<file path="src/rtl/serial_cfg_pkg.sv">
// Shared types and helpers for the serial configuration master:
// FSM state encoding and a constant clog2 used for counter sizing.
package serial_cfg_pkg;

    typedef enum logic [2:0] {
        ST_IDLE  = 3'd0,
        ST_SETUP = 3'd1,
        ST_SHIFT = 3'd2,
        ST_HOLD  = 3'd3,
        ST_GAP   = 3'd4
    } state_t;

    function automatic int clog2(input int value);
        int result;
        int v;
        result = 0;
        v      = value - 1;
        while (v > 0) begin
            result = result + 1;
            v      = v >> 1;
        end
        return result;
    endfunction

endpackage

</file>
<file path="src/rtl/serial_cfg_master_if.sv">
// Command/response handshake plus board serial pins of the configuration master.
// "master" is the view of the serial master itself, "slave" the view of its user.
interface serial_cfg_master_if #(
    parameter int pNUM_DEV = 4,
    parameter int pWORD_W  = 16,
    parameter int pDIV_W   = 8,
    parameter int pDEV_W   = 2
);
    logic                cmd_valid;
    logic                cmd_ready;
    logic [pDEV_W-1:0]   cmd_dev;
    logic [pWORD_W-1:0]  cmd_data;
    logic [pDIV_W-1:0]   clk_div;
    logic                cpol;
    logic                rsp_valid;
    logic [pWORD_W-1:0]  rsp_data;
    logic                rsp_err;
    logic                busy;
    logic                sclk;
    logic                sdata;
    logic [pNUM_DEV-1:0] sen_n;
    logic                sdout;

    modport master (
        input  cmd_valid, cmd_dev, cmd_data, clk_div, cpol, sdout,
        output cmd_ready, busy, rsp_valid, rsp_data, rsp_err, sclk, sdata, sen_n
    );

    modport slave (
        output cmd_valid, cmd_dev, cmd_data, clk_div, cpol, sdout,
        input  cmd_ready, busy, rsp_valid, rsp_data, rsp_err, sclk, sdata, sen_n
    );
endinterface

</file>
<file path="src/rtl/serial_cfg_tick.sv">
// Half-period timer: loads on command accept, reloads from the latched divider
// and ticks for one cycle each time the count reaches zero.
module serial_cfg_tick #(
    parameter int pDIV_W = 8
) (
    input  logic              clk_usb,
    input  logic              reset_n,
    input  logic              i_start,
    input  logic [pDIV_W-1:0] i_start_val,
    input  logic [pDIV_W-1:0] i_reload_val,
    input  logic              i_run,
    output logic              o_tick
);
    logic [pDIV_W-1:0] r_cnt;

    // Counting down to zero avoids the extra bit an up-counter to 2^pDIV_W would need.
    always_ff @(posedge clk_usb or negedge reset_n) begin
        if (!reset_n) begin
            r_cnt <= '0;
        end else if (i_start) begin
            r_cnt <= i_start_val;
        end else if (i_run) begin
            if (r_cnt == '0) begin
                r_cnt <= i_reload_val;
            end else begin
                r_cnt <= r_cnt - 1'b1;
            end
        end
    end

    assign o_tick = i_run && (r_cnt == '0);

endmodule

</file>
<file path="src/rtl/serial_cfg_master.sv">
// Serial configuration master: one MSB-first word per command to one of pNUM_DEV
// targets, with runtime divider/polarity and simultaneous readback from sdout.
module serial_cfg_master
    import serial_cfg_pkg::*;
#(
    parameter int pNUM_DEV = 4,
    parameter int pWORD_W  = 16,
    parameter int pDIV_W   = 8,
    parameter int pDEV_W   = 2
) (
    input logic                 clk_usb,
    input logic                 reset_n,
    serial_cfg_master_if.master bus
);
    localparam int BIT_W = clog2(2 * pWORD_W) + 1;
    localparam logic [BIT_W-1:0] LAST_EDGE  = BIT_W'(2 * pWORD_W - 1);
    localparam logic [BIT_W-1:0] LAST_TRAIL = BIT_W'(2 * pWORD_W - 2);

    state_t              r_state;
    state_t              w_state_next;
    logic                w_ready;
    logic                w_accept;
    logic                w_tick;
    logic                w_lead;
    logic                w_trail;
    logic                w_finish;
    logic                w_dev_err;
    logic [pNUM_DEV-1:0] w_sel_n;

    logic                r_dev_err;
    logic                r_cpol;
    logic                r_sclk;
    logic [pDIV_W-1:0]   r_div;
    logic [pWORD_W-1:0]  r_sout;
    logic [pWORD_W-1:0]  r_sin;
    logic [BIT_W-1:0]    r_bit;
    logic [pNUM_DEV-1:0] r_sen_n;
    logic                r_rsp_valid;
    logic [pWORD_W-1:0]  r_rsp_data;
    logic                r_rsp_err;

    assign w_ready   = (r_state == ST_IDLE);
    assign w_accept  = bus.cmd_valid && w_ready;
    assign w_dev_err = ({1'b0, bus.cmd_dev} >= (pDEV_W + 1)'(pNUM_DEV));

    // An out-of-range index matches no bit, so every enable stays released.
    for (genvar gi = 0; gi < pNUM_DEV; gi++) begin : g_sel
        assign w_sel_n[gi] = (bus.cmd_dev != pDEV_W'(gi));
    end

    serial_cfg_tick #(
        .pDIV_W (pDIV_W)
    ) u_tick (
        .clk_usb      (clk_usb),
        .reset_n      (reset_n),
        .i_start      (w_accept),
        .i_start_val  (bus.clk_div),
        .i_reload_val (r_div),
        .i_run        (!w_ready),
        .o_tick       (w_tick)
    );

    always_ff @(posedge clk_usb or negedge reset_n) begin
        if (!reset_n) begin
            r_state <= ST_IDLE;
        end else begin
            r_state <= w_state_next;
        end
    end

    // Even SHIFT half-periods sit at ~cpol; ticks at their end are trailing edges.
    always_comb begin
        w_state_next = r_state;
        w_lead       = 1'b0;
        w_trail      = 1'b0;
        w_finish     = 1'b0;
        case (r_state)
            ST_IDLE: begin
                if (w_accept) w_state_next = ST_SETUP;
            end
            ST_SETUP: begin
                if (w_tick) begin
                    w_state_next = ST_SHIFT;
                    w_lead       = 1'b1;
                end
            end
            ST_SHIFT: begin
                if (w_tick) begin
                    if (r_bit == LAST_EDGE) begin
                        w_state_next = ST_HOLD;
                    end else if (!r_bit[0]) begin
                        w_trail = 1'b1;
                    end else begin
                        w_lead = 1'b1;
                    end
                end
            end
            ST_HOLD: begin
                if (w_tick) begin
                    w_state_next = ST_GAP;
                    w_finish     = 1'b1;
                end
            end
            ST_GAP: begin
                if (w_tick) w_state_next = ST_IDLE;
            end
            default: w_state_next = ST_IDLE;
        endcase
    end

    always_ff @(posedge clk_usb or negedge reset_n) begin
        if (!reset_n) begin
            r_dev_err   <= 1'b0;
            r_cpol      <= 1'b0;
            r_sclk      <= 1'b0;
            r_div       <= '0;
            r_sout      <= '0;
            r_sin       <= '0;
            r_bit       <= '0;
            r_sen_n     <= '1;
            r_rsp_valid <= 1'b0;
            r_rsp_data  <= '0;
            r_rsp_err   <= 1'b0;
        end else begin
            r_rsp_valid <= w_finish;
            if (w_accept) begin
                r_dev_err <= w_dev_err;
                r_cpol    <= bus.cpol;
                r_sclk    <= bus.cpol;
                r_div     <= bus.clk_div;
                r_sout    <= bus.cmd_data;
                r_sin     <= '0;
                r_bit     <= '0;
                r_sen_n   <= w_sel_n;
            end
            if (w_lead) begin
                r_sclk <= ~r_cpol;
                r_sin  <= {r_sin[pWORD_W-2:0], bus.sdout};
            end
            // The final trailing edge keeps the LSB on sdata through HOLD.
            if (w_trail) begin
                r_sclk <= r_cpol;
                if (r_bit != LAST_TRAIL) r_sout <= {r_sout[pWORD_W-2:0], 1'b0};
            end
            if ((r_state == ST_SHIFT) && w_tick) begin
                r_bit <= r_bit + 1'b1;
            end
            if (w_finish) begin
                r_sen_n    <= '1;
                r_rsp_err  <= r_dev_err;
                r_rsp_data <= r_dev_err ? '0 : r_sin;
            end
        end
    end

    assign bus.cmd_ready = w_ready;
    assign bus.busy      = ~w_ready;
    assign bus.sclk      = r_sclk;
    assign bus.sen_n     = r_sen_n;
    assign bus.sdata     = ((r_state == ST_SETUP) || (r_state == ST_SHIFT) || (r_state == ST_HOLD))
                           ? r_sout[pWORD_W-1] : 1'b0;
    assign bus.rsp_valid = r_rsp_valid;
    assign bus.rsp_data  = r_rsp_data;
    assign bus.rsp_err   = r_rsp_err;

endmodule

</file>
<file path="src/flat_wrapper.sv">
// flat-port wrapper written by rule: the top's interface ports become plain ports
module serial_cfg_master_flat import serial_cfg_pkg::*;
#(
    parameter int pNUM_DEV = 4,
    parameter int pWORD_W  = 16,
    parameter int pDIV_W   = 8,
    parameter int pDEV_W   = 2
)
  (clk_usb, reset_n, bus_cmd_valid, bus_cmd_dev, bus_cmd_data, bus_clk_div, bus_cpol, bus_sdout, bus_cmd_ready, bus_busy, bus_rsp_valid, bus_rsp_data, bus_rsp_err, bus_sclk, bus_sdata, bus_sen_n);
  serial_cfg_master_if #(.pNUM_DEV(pNUM_DEV), .pWORD_W(pWORD_W), .pDIV_W(pDIV_W), .pDEV_W(pDEV_W)) bus_i ();
  input logic clk_usb;
  input logic reset_n;
  input wire logic [$bits(bus_i.cmd_valid)-1:0] bus_cmd_valid;
  input wire logic [$bits(bus_i.cmd_dev)-1:0] bus_cmd_dev;
  input wire logic [$bits(bus_i.cmd_data)-1:0] bus_cmd_data;
  input wire logic [$bits(bus_i.clk_div)-1:0] bus_clk_div;
  input wire logic [$bits(bus_i.cpol)-1:0] bus_cpol;
  input wire logic [$bits(bus_i.sdout)-1:0] bus_sdout;
  output wire logic [$bits(bus_i.cmd_ready)-1:0] bus_cmd_ready;
  output wire logic [$bits(bus_i.busy)-1:0] bus_busy;
  output wire logic [$bits(bus_i.rsp_valid)-1:0] bus_rsp_valid;
  output wire logic [$bits(bus_i.rsp_data)-1:0] bus_rsp_data;
  output wire logic [$bits(bus_i.rsp_err)-1:0] bus_rsp_err;
  output wire logic [$bits(bus_i.sclk)-1:0] bus_sclk;
  output wire logic [$bits(bus_i.sdata)-1:0] bus_sdata;
  output wire logic [$bits(bus_i.sen_n)-1:0] bus_sen_n;
  assign bus_i.cmd_valid = bus_cmd_valid;
  assign bus_i.cmd_dev = bus_cmd_dev;
  assign bus_i.cmd_data = bus_cmd_data;
  assign bus_i.clk_div = bus_clk_div;
  assign bus_i.cpol = bus_cpol;
  assign bus_i.sdout = bus_sdout;
  assign bus_cmd_ready = bus_i.cmd_ready;
  assign bus_busy = bus_i.busy;
  assign bus_rsp_valid = bus_i.rsp_valid;
  assign bus_rsp_data = bus_i.rsp_data;
  assign bus_rsp_err = bus_i.rsp_err;
  assign bus_sclk = bus_i.sclk;
  assign bus_sdata = bus_i.sdata;
  assign bus_sen_n = bus_i.sen_n;
  serial_cfg_master #(.pNUM_DEV(pNUM_DEV), .pWORD_W(pWORD_W), .pDIV_W(pDIV_W), .pDEV_W(pDEV_W)) u_core (.clk_usb(clk_usb), .reset_n(reset_n), .bus(bus_i));
endmodule
</file>
<file path="config.mk">
export PLATFORM = sky130hd
export DESIGN_NAME = serial_cfg_master_flat
export DESIGN_NICKNAME = d
export VERILOG_FILES = /design/src/rtl/serial_cfg_pkg.sv /design/src/rtl/serial_cfg_master_if.sv /design/src/rtl/serial_cfg_tick.sv /design/src/rtl/serial_cfg_master.sv /design/src/flat_wrapper.sv
export SDC_FILE = /design/constraint.sdc
export NUM_CORES = 1
export LEC_CHECK = 0
export ABC_AREA = 1
export BUFFER_PORTS_ARGS = -buffer_cell sky130_fd_sc_hd__buf_4
export CAP_MARGIN = 15
export CORE_ASPECT_RATIO = 1.75
export CORE_MARGIN = 4
export CORE_UTILIZATION = 55
export CTS_CLUSTER_SIZE = 20
export DETAILED_ROUTE_END_ITERATION = 10
export PLACE_DENSITY = 0.81
export SYNTH_ARGS = -nofsm -noshare
export SYNTH_HDL_FRONTEND = slang
export SYNTH_SLANG_ARGS = --single-unit
</file>
<file path="constraint.sdc">
create_clock -name clk_usb -period 5.6 [get_ports clk_usb]
set_clock_uncertainty 0.2 [all_clocks]
set_input_delay 0.28 -clock clk_usb [delete_from_list [all_inputs] [get_ports clk_usb]]
set_output_delay 0.28 -clock clk_usb [all_outputs]
set_load 0.03 [all_outputs]
</file>
After elaboration in Yosys (flattened, before gate mapping)
Cells that the tools add are included.

Bitwise gates (word level): 2. Add/sub/neg operators: 2. Magnitude comparators: 0. Divide/modulo/power cells: 0. Multiplexer cells: 33. Reductions and logical operators: 14. Multipliers: 0. Equality and inequality tests: 15. Shifts and indexed selects: 0.

Operator list (count): 16-bit 2-to-1 mux (5); 8-bit 2-to-1 mux (3); 3-bit 2-to-1 mux (6); 3-bit one-hot mux with 5 select lines (1); 1-bit 2-to-1 mux (13); 6-bit 2-to-1 mux (2); 2-bit by 1-bit != test with 1-bit output (second input constant) (6); 8-bit zero test (1); 4-bit 2-to-1 mux (2); 2-bit nonzero test (4); 8-bit by 1-bit subtractor with 8-bit output (second input constant) (1); 6-bit by 1-bit adder with 6-bit output (second input constant) (1); 3-bit by 2-bit equality test with 1-bit output (second input constant) (2); 6-bit by 5-bit equality test with 1-bit output (second input constant) (1); 2-bit != test (second input constant) (3); 6-bit by 5-bit != test with 1-bit output (second input constant) (1); 6-bit AND reduction (1); 3-bit by 1-bit equality test with 1-bit output (second input constant) (1); 3-bit equality test (second input constant) (1); 1-bit logical AND (3); 3-bit zero test (1); 3-bit nonzero test (1); 1-bit logical OR (2); 1-bit NOT (2); other kinds (2) (2).

Input port bits: 31. Memory bits (writable): 0. Bits in latches: 0. Output and inout bits: 26. Bits in read-only memories: 0. Register bits after elaboration: 80. Memories: 0. Word-level logic and storage cells: 77.

Longest topological paths before layout
Gate-level depths: netlist of the first run.

Depth in word-level cells: 7. Gate-level depth with buffers: 11. Depth with buffers taken out: 11.

Modules after synthesis
From an unflattened synthesis of the first run, not the netlist that was laid out.

Cells, all modules: 455. Area, all modules: 3873.7 µm².

Modules (own cells, without submodules): serial_cfg_master (sequential area each 1806.7 µm², times used 1, area an instance 3163.0 µm², cells an instance 349); serial_cfg_tick (sequential area each 200.2 µm², times used 1, area an instance 710.7 µm², cells an instance 106).

Least setup slack after synthesis of the first run
Ideal clock, no wire load.

Path type: reg-to-reg. Start point: register u_core.u_tick.r_cnt[0]. End point: register u_core.r_sout[10]. Arrival time: 1494 ps. Path buffers: 1. Cell stages (with the launch flop): 11. Data required time: 5280 ps. Clock period less this slack: 1815 ps. Setup slack: 3785 ps. Library setup time: 120 ps. Cell sequence: dfrtp_1 inv_1 ha_1 nand2_2 nor2_4 nand2_4 nor2_4 nand3_4 buf_2 o21ai_1 nand2_1.

Cells in the longest elaborated chain, start to end: 5.

RTL lines: from (decl) (line serial_cfg_tick.sv:14) `logic [pDIV_W-1:0] r_cnt;`; from (signal assigned) (line serial_cfg_tick.sv:21) `r_cnt <= i_start_val;`; from (signal assigned) (line serial_cfg_tick.sv:24) `r_cnt <= i_reload_val;`; from (signal assigned) (line serial_cfg_tick.sv:26) `r_cnt <= r_cnt - 1'b1;`; 8-bit zero test (line serial_cfg_tick.sv:31) `assign o_tick = i_run && (r_cnt == '0);`; 1-bit logical AND (line serial_cfg_tick.sv:31); 1-bit 2-to-1 mux (line serial_cfg_master.sv:88) `if (w_tick) begin`; 1-bit 2-to-1 mux (line serial_cfg_master.sv:77) `case (r_state)`; 16-bit 2-to-1 mux (line serial_cfg_master.sv:141) `if (w_trail) begin`; to (signal assigned) (line serial_cfg_master.sv:131) `r_sout <= bus.cmd_data;`; to (signal assigned) (line serial_cfg_master.sv:143) `if (r_bit != LAST_TRAIL) r_sout <= {r_sout[pWORD_W-2:0], 1'b0};`; to (decl) (line serial_cfg_master.sv:34) `logic [pWORD_W-1:0] r_sout;`.

Every way passes these cells. A chain may end at the register's enable or synchronous reset.

Worst setup path after layout of the first run
Start point: register u_core.r_state[2]. End point: register u_core.r_sclk, in the netlist u_core.bus.sclk.

Cells in the longest elaborated chain, start to end: 7. Elaborated cells between the ends (all ways): 14. Those cells by class: eq/ne: 2; mux: 7; reduce/logical: 5.

RTL lines: from (decl) (line serial_cfg_master.sv:19) `state_t r_state;`; from (signal assigned) (line serial_cfg_master.sv:67) `r_state <= w_state_next;`; 3-bit zero test (line serial_cfg_master.sv:42) `assign w_ready = (r_state == ST_IDLE);`; 1-bit zero test (line serial_cfg_master.sv:59) `.i_run (!w_ready),`; 1-bit logical AND (line serial_cfg_tick.sv:31); 1-bit 2-to-1 mux, on equally long branches (line serial_cfg_master.sv:88, serial_cfg_master.sv:82); 1-bit one-hot mux with 2 select lines (line serial_cfg_master.sv:77); 1-bit 2-to-1 mux (line serial_cfg_master.sv:136) `if (w_lead) begin`; 1-bit 2-to-1 mux (line serial_cfg_master.sv:141); to (signal assigned) (line serial_cfg_master.sv:129) `r_sclk <= bus.cpol;`; to (signal assigned) (line serial_cfg_master.sv:137) `r_sclk <= ~r_cpol;`; to (signal assigned) (line serial_cfg_master.sv:142) `r_sclk <= r_cpol;`; to (decl) (line serial_cfg_master.sv:32) `logic r_sclk;`.

Parallel ways exist; a longest one is shown, timed or not.

==> metrics.txt, run 1 <==
routed vias=around 3200; 1st-pass router iterations=4; worst relative slew slack=0.343; CTS Buf Count=9; area leader, netlist=dfrtp_1; FF-to-FF path depth=9; antenna-violating nets left=0; Main synth FF type=dfrtp_1; Finish-stage setup viols=0; DR WL/cell=14.3 um; standard-cell rows=40; GPL Wtd Cong=~0.85; n_diodes=0; total number of yosys warnings=0; Setup crit start kind=flip-flop; Die ar.=roughly 8500 um2; worst slew pin tran=a little under 1 ns; Longest Clk Path Bufs=2; post-synth top area share=0.489; Yosys reg bits=80; max cap viols=0; Crit path arrival time=between 2 and 2.5 ns; filler instances=560; Post-synth EDFFs=0; Avg Cell Area, Syn=just under 9 um2; Total Routing Usage GR=0.212; CTS tree=done; r2r endpoint=u_core.bus.sclk; critical path's slowest cell=dfrtp_1; DRT Wirelength=8460 um; hold path cells=3; TNS Setup=0 ns; Die Ht=around 120 um; # clock sinks=80; H-Tree Level Count=3; number of remaining DRC errors=0; vias in the first global route=about 3200; Final Cell Area=roughly 4700 um2; FF-to-FF Start=u_core.r_state[2]; PD cells=between 400 and 500 nW/um2; Setup WS post-layout=about 3.2 ns; WS Path Type=reg2reg; Worst-path clk slew=about 0.060 ns; Synthesized Nets=483; worst hold slack=a little over 0.00004 ns; chip width=71.6 um; initial antenna violation count=0; pre-CTS setup slack=around 3.2 ns; RSZ-0062 raised after global routing=no; area of the multi-input gates=around 1600 um2; P&R area growth vs syn=20.7%; synthesized area=around 4000 um2; Skew-Pair Late Insertion Delay=~0.34 ns; min-delay src=bus_sdout; Initial Util=0.568; Lkg Pwr=approximately 0.0023 uW; GR Overflow Total=0; CP most frequent cell=nand2_1; # nets final=between 500 and 600; Tmin final=approximately 2.4 ns; Synth cell types=36; HP Class=in2reg; clk root buf=clkbuf_16; Final period util=0.428; DP Area=around 4300 um2; share of cells above drive strength 1=0.228; fmax=417 MHz; Max rail drop VDD=just under 300 uV; Core ar.=6860 um2; vias per cell=5.40; Max Fanout on Critical Path=34; Reg2Reg Setup Slack=around 3.2 ns; nature of the critical path endpoint=flip-flop; most common cell in the netlist=nand2_1; IO Count=57; Hold Path Sink=u_core.r_sin[0]; Pins Over Slew Limit=0; DRT iter0 DRCs=~190; post-synthesis sequential area ratio=0.516; Crit path required time=approximately 5.6 ns; first-pass GRT wire length=between 10000 and 15000 um; Reg area=2010 um2; Detailed Place HPWL=5650 um; IO buf count=55; Fin. Hold Viols=0; Post-synth top cells=nand2_1 (142), dfrtp_1 (76), inv_1 (40); crit-path cells=nor2_4 > nand2_4 > nor2_8 > inv_2 > or2_1 > nand2_1 > nand2_1 > nand3_1 > nand2_1; status=finished clean; Slowest Stage Delay on Critical Path=about 0.45 ns; Async SR Flop Fraction=1.00; largest net degree at the start of global routing=81; cells after synthesis=approximately 450; synth top area cells=dfrtp_1 (49%), nand2_1 (14%), o21ai_0 (4.5%)
## critical path: cells and delay by family (launching register included)
| kind | cells | cell delay, ns |
|---|---|---|
| buffers and inverters | 1 | 0.38 |
| flip-flops | 1 | 0.45 |
| AND/OR/NAND/NOR | 8 | 1.25 |
## how the worst max path moves through the flow
stage                                      start                end  slack [ns]  cells past startpoint
after floorplan           u_core.u_tick.r_cnt[0]  u_core.r_sout[10]        3.79                     10
after global placement         u_core.r_state[2]    u_core.bus.sclk        3.30                      9
after detailed placement       u_core.r_state[2]    u_core.bus.sclk        3.20                      9
after CTS                      u_core.r_state[2]    u_core.bus.sclk        3.20                      9
after global routing           u_core.r_state[2]    u_core.bus.sclk        3.03                      9
final                          u_core.r_state[2]    u_core.bus.sclk        3.20                      9
## placed cells by master (no fill, tap or decap), types with 2 or more instances in the layout
cell type        n
nand2_1        142
dfrtp_1         76
buf_4           55
inv_1           40
o21ai_0         35
nand3_1         23
o21ai_1         16
nor2_1          14
o22ai_2         10
inv_2            9
o22ai_1          9
clkbuf_16        9
dlygate4sd3_1    8
nand2_2          7
nor2_4           5
o211ai_1         5
nand2_4          4
a21oi_1          4
xor2_1           4
dfstp_2          4
nor2_2           3
nor3_1           3
a22oi_1          3
ha_1             3
nor2_8           2
xnor2_1          2
clkinv_2         2
bufinv_16        2
## metrics by stage
stage,util,instances,power (uW)
after floorplan,-,449,1440
after global placement,0.629,571,1610
after detailed placement,0.629,571,1650
after CTS,0.685,593,2280
after global routing,0.685,593,2420
final,0.685,593,2270
## cells by family (layout without fill, tap and decap cells)
group | Yosys count | after routing | share of synthesized area
other cells | 1 | 1 | 0.000963
buf+inv | 67 | 127 | 0.0746
flops | 80 | 80 | 0.516
mux | 2 | 2 | 0.00546
fa+ha+maj | 3 | 3 | 0.00964
compound gates | 84 | 84 | 0.136
simple gates | 206 | 206 | 0.244
xor+xnor | 6 | 6 | 0.0135
## sequential cells by signal, summed over array words and instances, names as in the netlist, 3 cells and up
signal and flops:
u_core.r_bit 6, u_core.r_sin 16, u_core.bus.rsp_data 16, u_core.r_sout 16, u_core.bus.sen_n 4, u_core.r_state 3
u_core.u_tick.r_cnt 8, u_core.r_div 8
## layer usage
metal	GRT usage	vias up	share of wire
li1	-	1559	-
met1	0.244	1543	0.39
met2	0.370	90	0.54
met3	0.0481	12	0.055
met4	0.0906	0	0.021
met5	0	-	0
## where the power goes
group / total (uW) / leakage [uW] / internal (uW) / switching (uW)
Clock: 616 / 0.000154 / 396 / 221
Sequential: 855 / 0.00104 / 744 / 110
Combinational: 800 / 0.00116 / 285 / 516
## area by class of cell
cell class	instances	area share
Multi-Input combinational cell	302	0.339
Clock inverter	4	0.0149
Tap cell	84	0.0224
Sequential cell	80	0.427
Clock buffer	10	0.0509
Timing Repair Buffer	63	0.105
Inverter	50	0.0405
## timing repair
action,4_1_cts,5_1_grt
hold buffers,8,0
setup buffers,0,0
resized for setup,0,0
endpoints found under the hold margin,83,0
Note: power is estimated with default switching activity, not from simulation.
==> run 2, diff against run 1 <==
Clock period 5.6 ns to 2.3 ns, I/O delays scaled along.
==> run 2 against run 1 <==
  * Hold slack improved by 0.14 ns
  * Register-to-register slack got worse by 3.1 ns
  * Count of clock-buffer cells in the layout unchanged
  * Clock power increased to 2.6 times the previous value
  * Critical path depth decreased by 2
  * Combinational power increased to 2.5 times the previous value
  * Global-route usage increased by 1.0 points
  * Worst setup slack got worse by 3.1 ns
  * Sequential power increased by 150%
  * Non-clock buffer count increased by 26
  * Sequential share of layout area decreased by 2.7 points
  * Power increased to 2.5 times the previous value
  * Critical endpoint is now u_core.bus.sen_n[1]
  * Largest power group unchanged
==> metrics.txt, run 2 (same netlist as run 1, synthesis figures left out) <==
status=finished clean (unchanged); routed vias=3370 (was 3204); IO Count=57 (unchanged); IO buf count=55 (unchanged); crit-path cells=nor2_4 > nand2_4 > nor2_8 > buf_6 > o21ai_0 > dlygate4sd3_1 > nand3_1 (was nor2_4 > nand2_4 > nor2_8 > inv_2 > or2_1 > nand2_1 > nand2_1 > nand3_1 > nand2_1); max cap viols=0 (unchanged); standard-cell rows=40 (unchanged); largest net degree at the start of global routing=81 (unchanged); GPL Wtd Cong=0.830 (was 0.847); DR WL/cell=14.1 um (was 14.3 um); number of remaining DRC errors=0 (unchanged); RSZ-0062 raised after global routing=no (unchanged); HP Class=in2async (was in2reg); fmax=450 MHz (was 417 MHz); Max rail drop VDD=821 uV (was 296 uV); Lkg Pwr=0.00248 uW (was 0.00235 uW); setup bufs post-CTS=0 (unchanged); worst slew pin tran=0.857 ns (was 0.986 ns); critical path's slowest cell=dlygate4sd3_1 (was dfrtp_1); filler instances=498 (was 560); Detailed Place HPWL=5670 um (was 5650 um); Core ar.=6860 um2 (unchanged); first-pass GRT wire length=15200 um (was 14400 um); 1st-pass router iterations=5 (was 4); CTS Buf Count=9 (unchanged); share of cells above drive strength 1=0.225 (was 0.228); DRT iter0 DRCs=291 (was 192); Setup crit start kind=flip-flop (unchanged); # nets final=567 (was 540); Longest Clk Path Bufs=2 (unchanged); Skew-Pair Late Insertion Delay=0.34 ns (about the same); Finish-stage setup viols=0 (unchanged); Crit path required time=2.37 ns (was 5.63 ns); antenna-violating nets left=0 (unchanged); H-Tree Level Count=3 (unchanged); most frequent cells in the layout=nand2_1 (142), dfrtp_1 (76), buf_4 (56), inv_1 (40), o21ai_0 (35) (was nand2_1 (142), dfrtp_1 (76), buf_4 (55), inv_1 (40), o21ai_0 (35)); n_diodes=0 (unchanged); critical path buffer and inverter count=2 (was 1); Setup WS post-layout=0.0789 ns (was 3.20 ns); most common cell after layout, fill and taps aside=nand2_1 (unchanged); worst relative slew slack=0.428 (was 0.343); Final period util=0.966 (was 0.428); # clock sinks=80 (unchanged); top cell family by delay on the critical path=buffers and inverters (was simple AND/OR/NAND/NOR gates); pre-CTS setup slack=0.164 ns (was 3.20 ns); Crit path arrival time=2.29 ns (was 2.43 ns); Slowest Stage Delay on Critical Path=0.59 ns (was 0.45 ns); nature of the critical path endpoint=flip-flop (unchanged); Die Ht=119 um (unchanged); CTS tree=done (unchanged); chip width=71.6 um (unchanged); vias in the first global route=3380 (was 3231); Worst-path clk slew=0.06 ns (about the same); Max Fanout on Critical Path=33 (was 34); clk root buf=clkbuf_16 (unchanged); vias per cell=5.42 (was 5.40); DRT Wirelength=8800 um (was 8460 um); Tmin final=2.22 ns (was 2.40 ns); Fin. Hold Viols=0 (unchanged); P&R area growth vs syn=28.8% (was 20.7%); Die ar.=8540 um2 (unchanged); TNS Setup=0 ns (unchanged); WS Path Type=reg2reg (unchanged); Pins Over Slew Limit=0 (unchanged); Total Routing Usage GR=0.223 (was 0.212); initial antenna violation count=0 (unchanged); Initial Util=0.568 (unchanged); GR Overflow Total=0 (unchanged); PD cells=1140 nW/um2 (was 483 nW/um2)
run 2: worst register-to-register path: stages (launching register included):
cell and delay, ns:
dfrtp_1 0.45, nor2_4 0.19, nand2_4 0.12, nor2_8 0.11, buf_6 0.26, o21ai_0 0.15, dlygate4sd3_1 0.59, nand3_1 0.09
run 2: report_power, final:
group          switching, uW  internal, uW  total, uW
Sequential               285          1810       2100
Clock                    541          1060       1600
Combinational           1280           746       2030
Total                   2110          3610       5720
run 2: per-layer routing:
metal | part of all wire | vias to the layer above | GRT usage
li1 | - | 1614 | -
met1 | 0.39 | 1645 | 0.258
met2 | 0.54 | 94 | 0.387
met3 | 0.054 | 17 | 0.0574
met4 | 0.019 | 0 | 0.0847
met5 | 0 | - | 0
run 2: final cells by class:
type                            count  area [um2]  area share
Inverter                           50         190      0.0379
Timing Repair Buffer               89         762       0.152
Clock inverter                      6         108      0.0215
Sequential cell                    80        2010       0.400
Clock buffer                       10         229      0.0457
Multi-Input combinational cell    303        1610       0.322
Tap cell                           84         105      0.0210
run 2: stage by stage:
stage / cell area (um2) / hold slack (ns) / instances / util / total power [uW]
finish: 5010 / 0.139 / 622 / 0.731 / 5720
global route: 5010 / 0.186 / 622 / 0.731 / 6090
CTS: 4990 / 0.161 / 621 / 0.728 / 5730
detailed placement: 4350 / -0.0277 / 574 / 0.634 / 4050
global placement: 4350 / -0.0306 / 574 / 0.634 / 3940
floorplan: 3890 / -0.381 / 449 / - / 3520
run 2: worst paths after layout:
| check | end | start | slack [ns] | cells past startpoint |
|---|---|---|---|---|
| min | u_core.bus.rsp_data[6] | reset_n | 0.14 | 3 |
| max in group asynchronous | u_core.bus.sen_n[1] | reset_n | 1.38 | 3 |
| min reg2reg | u_core.bus.rsp_data[5] | u_core.bus.rsp_data[5] | 0.28 | 2 |
| min in group clk_usb | u_core.bus.rsp_data[5] | u_core.bus.rsp_data[5] | 0.28 | 2 |
| max | u_core.bus.sen_n[1] | u_core.r_state[2] | 0.08 | 7 |
| max reg2reg | u_core.bus.sen_n[1] | u_core.r_state[2] | 0.08 | 7 |
run 2: what timing repair did:
item	in CTS	in global routing
setup endpoints to repair	0	5
endpoints found under the hold margin	118	0
gates resized for setup	0	2
hold buffers	31	0
==> run 3, diff against run 2 <==
Settings changed: SYNTH_HIERARCHICAL from default to 1.
==> run 3 against run 2 <==
  * Register-to-register slack hardly changed
  * First-iteration DRC count decreased by 14%
  * Maximum frequency fell by 0.49%
  * Hold slack about the same
  * Sequential power fell by 2%
  * Core utilization increased by 0.93 points
  * Clock power increased by 7%
  * Non-clock buffer count is 10 higher
  * Global-route usage rose by 0.21 points
  * Combinational power decreased by 9%
  * Largest cell class unchanged
==> metrics.txt, run 3 <==
status=finished clean (unchanged); IO Count=57 (unchanged); Max rail drop VDD=1010 uV (was 821 uV); post-synth top area share=0.491 (was 0.489); crit path from=u_core/u_tick/r_cnt[1] (was u_core.r_state[2]); max cap viols=0 (unchanged); Yosys reg bits=80 (unchanged); Lkg Pwr=0.00249 uW (was 0.00248 uW); GR Overflow Total=0 (unchanged); vias per cell=5.29 (was 5.42); H-Tree Level Count=3 (unchanged); standard-cell rows=40 (unchanged); top cell family by delay on the critical path=simple AND/OR/NAND/NOR gates (was buffers and inverters); FF-to-FF Start=u_core/u_tick/r_cnt[1] (was u_core.r_state[2]); Core ar.=6860 um2 (unchanged); crit-path cells=inv_2 > ha_2 > inv_1 > nor2_4 > nand2_8 > nor2_1 > buf_4 > nand4_1 > o21ai_4 > buf_4 > nor2_4 > nand2_1 > o21ai_2 (was nor2_4 > nand2_4 > nor2_8 > buf_6 > o21ai_0 > dlygate4sd3_1 > nand3_1); Total Power=5610 uW (was 5720 uW); critical path's slowest cell=dfrtp_1 (was dlygate4sd3_1); vias in the first global route=3317 (was 3380); worst hold slack=0.139 ns (about the same); Total Routing Usage GR=0.225 (was 0.223); Post-synth top cells=nand2_1 (136), dfrtp_1 (76), inv_1 (47) (was nand2_1 (142), dfrtp_1 (76), inv_1 (40)); worst relative slew slack=0.565 (was 0.428); Detailed Place HPWL=5940 um (was 5670 um); Max Fanout on Critical Path=8 (was 33); Post-synth EDFFs=0 (unchanged); Worst-path clk slew=0.06 ns (about the same); number of remaining DRC errors=0 (unchanged); routed vias=3388 (was 3370); cells after synthesis=455 (was 449); Die Ht=119 um (about the same); clk root buf=clkbuf_16 (unchanged); Final period util=0.970 (was 0.966); Finish-stage setup viols=0 (unchanged); most frequent cells in the layout=nand2_1 (136), dfrtp_1 (76), buf_4 (69), inv_1 (46), nor2_1 (44) (was nand2_1 (142), dfrtp_1 (76), buf_4 (56), inv_1 (40), o21ai_0 (35)); # nets final=585 (was 567); IO buf count=55 (unchanged); Synthesized Nets=490 (was 483); fmax=448 MHz (was 450 MHz); area leader, netlist=dfrtp_1 (unchanged); pre-CTS setup slack=0.0140 ns (was 0.164 ns); most common cell after layout, fill and taps aside=nand2_1 (unchanged); Setup WS post-layout=0.0681 ns (was 0.0789 ns); share of cells above drive strength 1=0.226 (was 0.225); HP Class=in2async (unchanged); initial antenna violation count=0 (unchanged); Synth cell types=36 (unchanged); Fin. Hold Viols=0 (unchanged); synthesized area=3870 um2 (was 3890 um2); worst slew pin tran=0.653 ns (was 0.857 ns); Skew-Pair Late Insertion Delay=0.33 ns (was 0.34 ns); first-pass GRT wire length=15100 um (was 15200 um); Main synth FF type=dfrtp_1 (unchanged); antenna-violating nets left=0 (unchanged); Initial Util=0.565 (was 0.568); Async SR Flop Fraction=1.00 (unchanged); Die ar.=8500 um2 (was 8540 um2); Longest Clk Path Bufs=2 (unchanged); largest net degree at the start of global routing=50 (was 81); Pins Over Slew Limit=0 (unchanged); Crit path required time=2.32 ns (was 2.37 ns); Avg Cell Area, Syn=8.51 um2 (was 8.67 um2); Slowest Stage Delay on Critical Path=0.39 ns (was 0.59 ns); Setup crit start kind=flip-flop (unchanged); post-synthesis sequential area ratio=0.518 (was 0.516); CTS Buf Count=9 (unchanged); DR WL/cell=14.5 um (was 14.1 um); total number of yosys warnings=6 (was 0); GPL Wtd Cong=0.913 (was 0.830); P&R area growth vs syn=31.0% (was 28.8%); Core Util, Final=0.740 (was 0.731); most common cell in the netlist=nand2_1 (unchanged); synth top area cells=dfrtp_1 (49%), nand2_1 (13%), inv_1 (4.6%) (was dfrtp_1 (49%), nand2_1 (14%), o21ai_0 (4.5%)); CTS tree=done (unchanged); Tmin final=2.23 ns (was 2.22 ns); DRT Wirelength=9270 um (was 8800 um); chip width=71.4 um (was 71.6 um); Reg2Reg Setup Slack=0.07 ns (was 0.08 ns); Crit path arrival time=2.25 ns (was 2.29 ns); WS Path Type=reg2reg (unchanged); nature of the critical path endpoint=flip-flop (unchanged); critical path buffer and inverter count=4 (was 2); # clock sinks=80 (unchanged); DRT iter0 DRCs=251 (was 291); 1st-pass router iterations=5 (unchanged); PD cells=1110 nW/um2 (was 1140 nW/um2)
[run 3: changes by cell type after synthesis, sizes merged, moves of 5 or more]
cell   change
nand3      -5
a31oi     +18
nor2      +30
o21ai      -9
nand2     -11
o22ai     -18
[run 3: worst reg2reg max path: stages (launching register included)]
cell     delay, ns
dfrtp_1       0.39
inv_2         0.08
ha_2          0.19
inv_1         0.07
nor2_4        0.15
nand2_8       0.06
nor2_1        0.08
buf_4         0.15
nand4_1       0.15
o21ai_4       0.21
buf_4         0.15
nor2_4        0.06
nand2_1       0.11
o21ai_2       0.06
[run 3: where the power goes]
group	switching (uW)	internal, uW
combinational	1150	700
sequential	276	1770
clock	553	1160
[run 3: per-layer routing]
metal	GRT usage	wire [um]
met5	0	0
met1	0.257	3580
met3	0.0541	329
met4	0.100	168
met2	0.389	5200
[run 3: worst paths after layout]
check                           cells past startpoint           endpoint
worst max-delay path                               13   u_core/r_sin[10]
worst min-delay path                                2  u_core/r_sout[11]
worst max register to register                     13   u_core/r_sin[10]
worst min register to register                      2    u_core/r_div[5]
max in group asynchronous                           3    u_core/r_sin[2]
min in group clk_usb                                6  u_core/r_state[2]
[run 3: repair_timing]
action                                 4_1_cts  5_1_grt
cloned                                       0        1
setup endpoints to repair                    1       33
gates resized for setup                      1        6
endpoints found under the hold margin       82        0
pin swaps                                    0        4
buffers inserted                             0        5
hold buffers                                29        0
[run 3: stage by stage]
stage	cells	instance area (um2)	setup TNS [ns]
floorplan	455	3870	0
CTS	632	5010	0
detailed placement	588	4360	0
global route	638	5070	-0.121
finish	640	5080	0
global placement	588	4360	0
[run 3: cell type report]
| class | count | area [um2] |
|---|---|---|
| antenna | 2 | 5.00 |
| tap | 84 | 105 |
| clock buffer | 9 | 225 |
| clock inverter | 6 | 133 |
| fill | 472 | 1780 |
| inverter | 52 | 203 |
| multi-input combinational | 308 | 1570 |
| timing repair buffer | 99 | 828 |
| sequential | 80 | 2010 |
[run 3: cell families after synthesis]
logic type,share of synthesized area
AND/OR/NAND/NOR,0.256
other,0.000968
adder cells (fa/ha/maj),0.0129
flip-flops,0.518
multiplexers,0.00258
XOR/XNOR,0.00452
AO/OA/AOI/OAI,0.123
buffers and inverters,0.0820
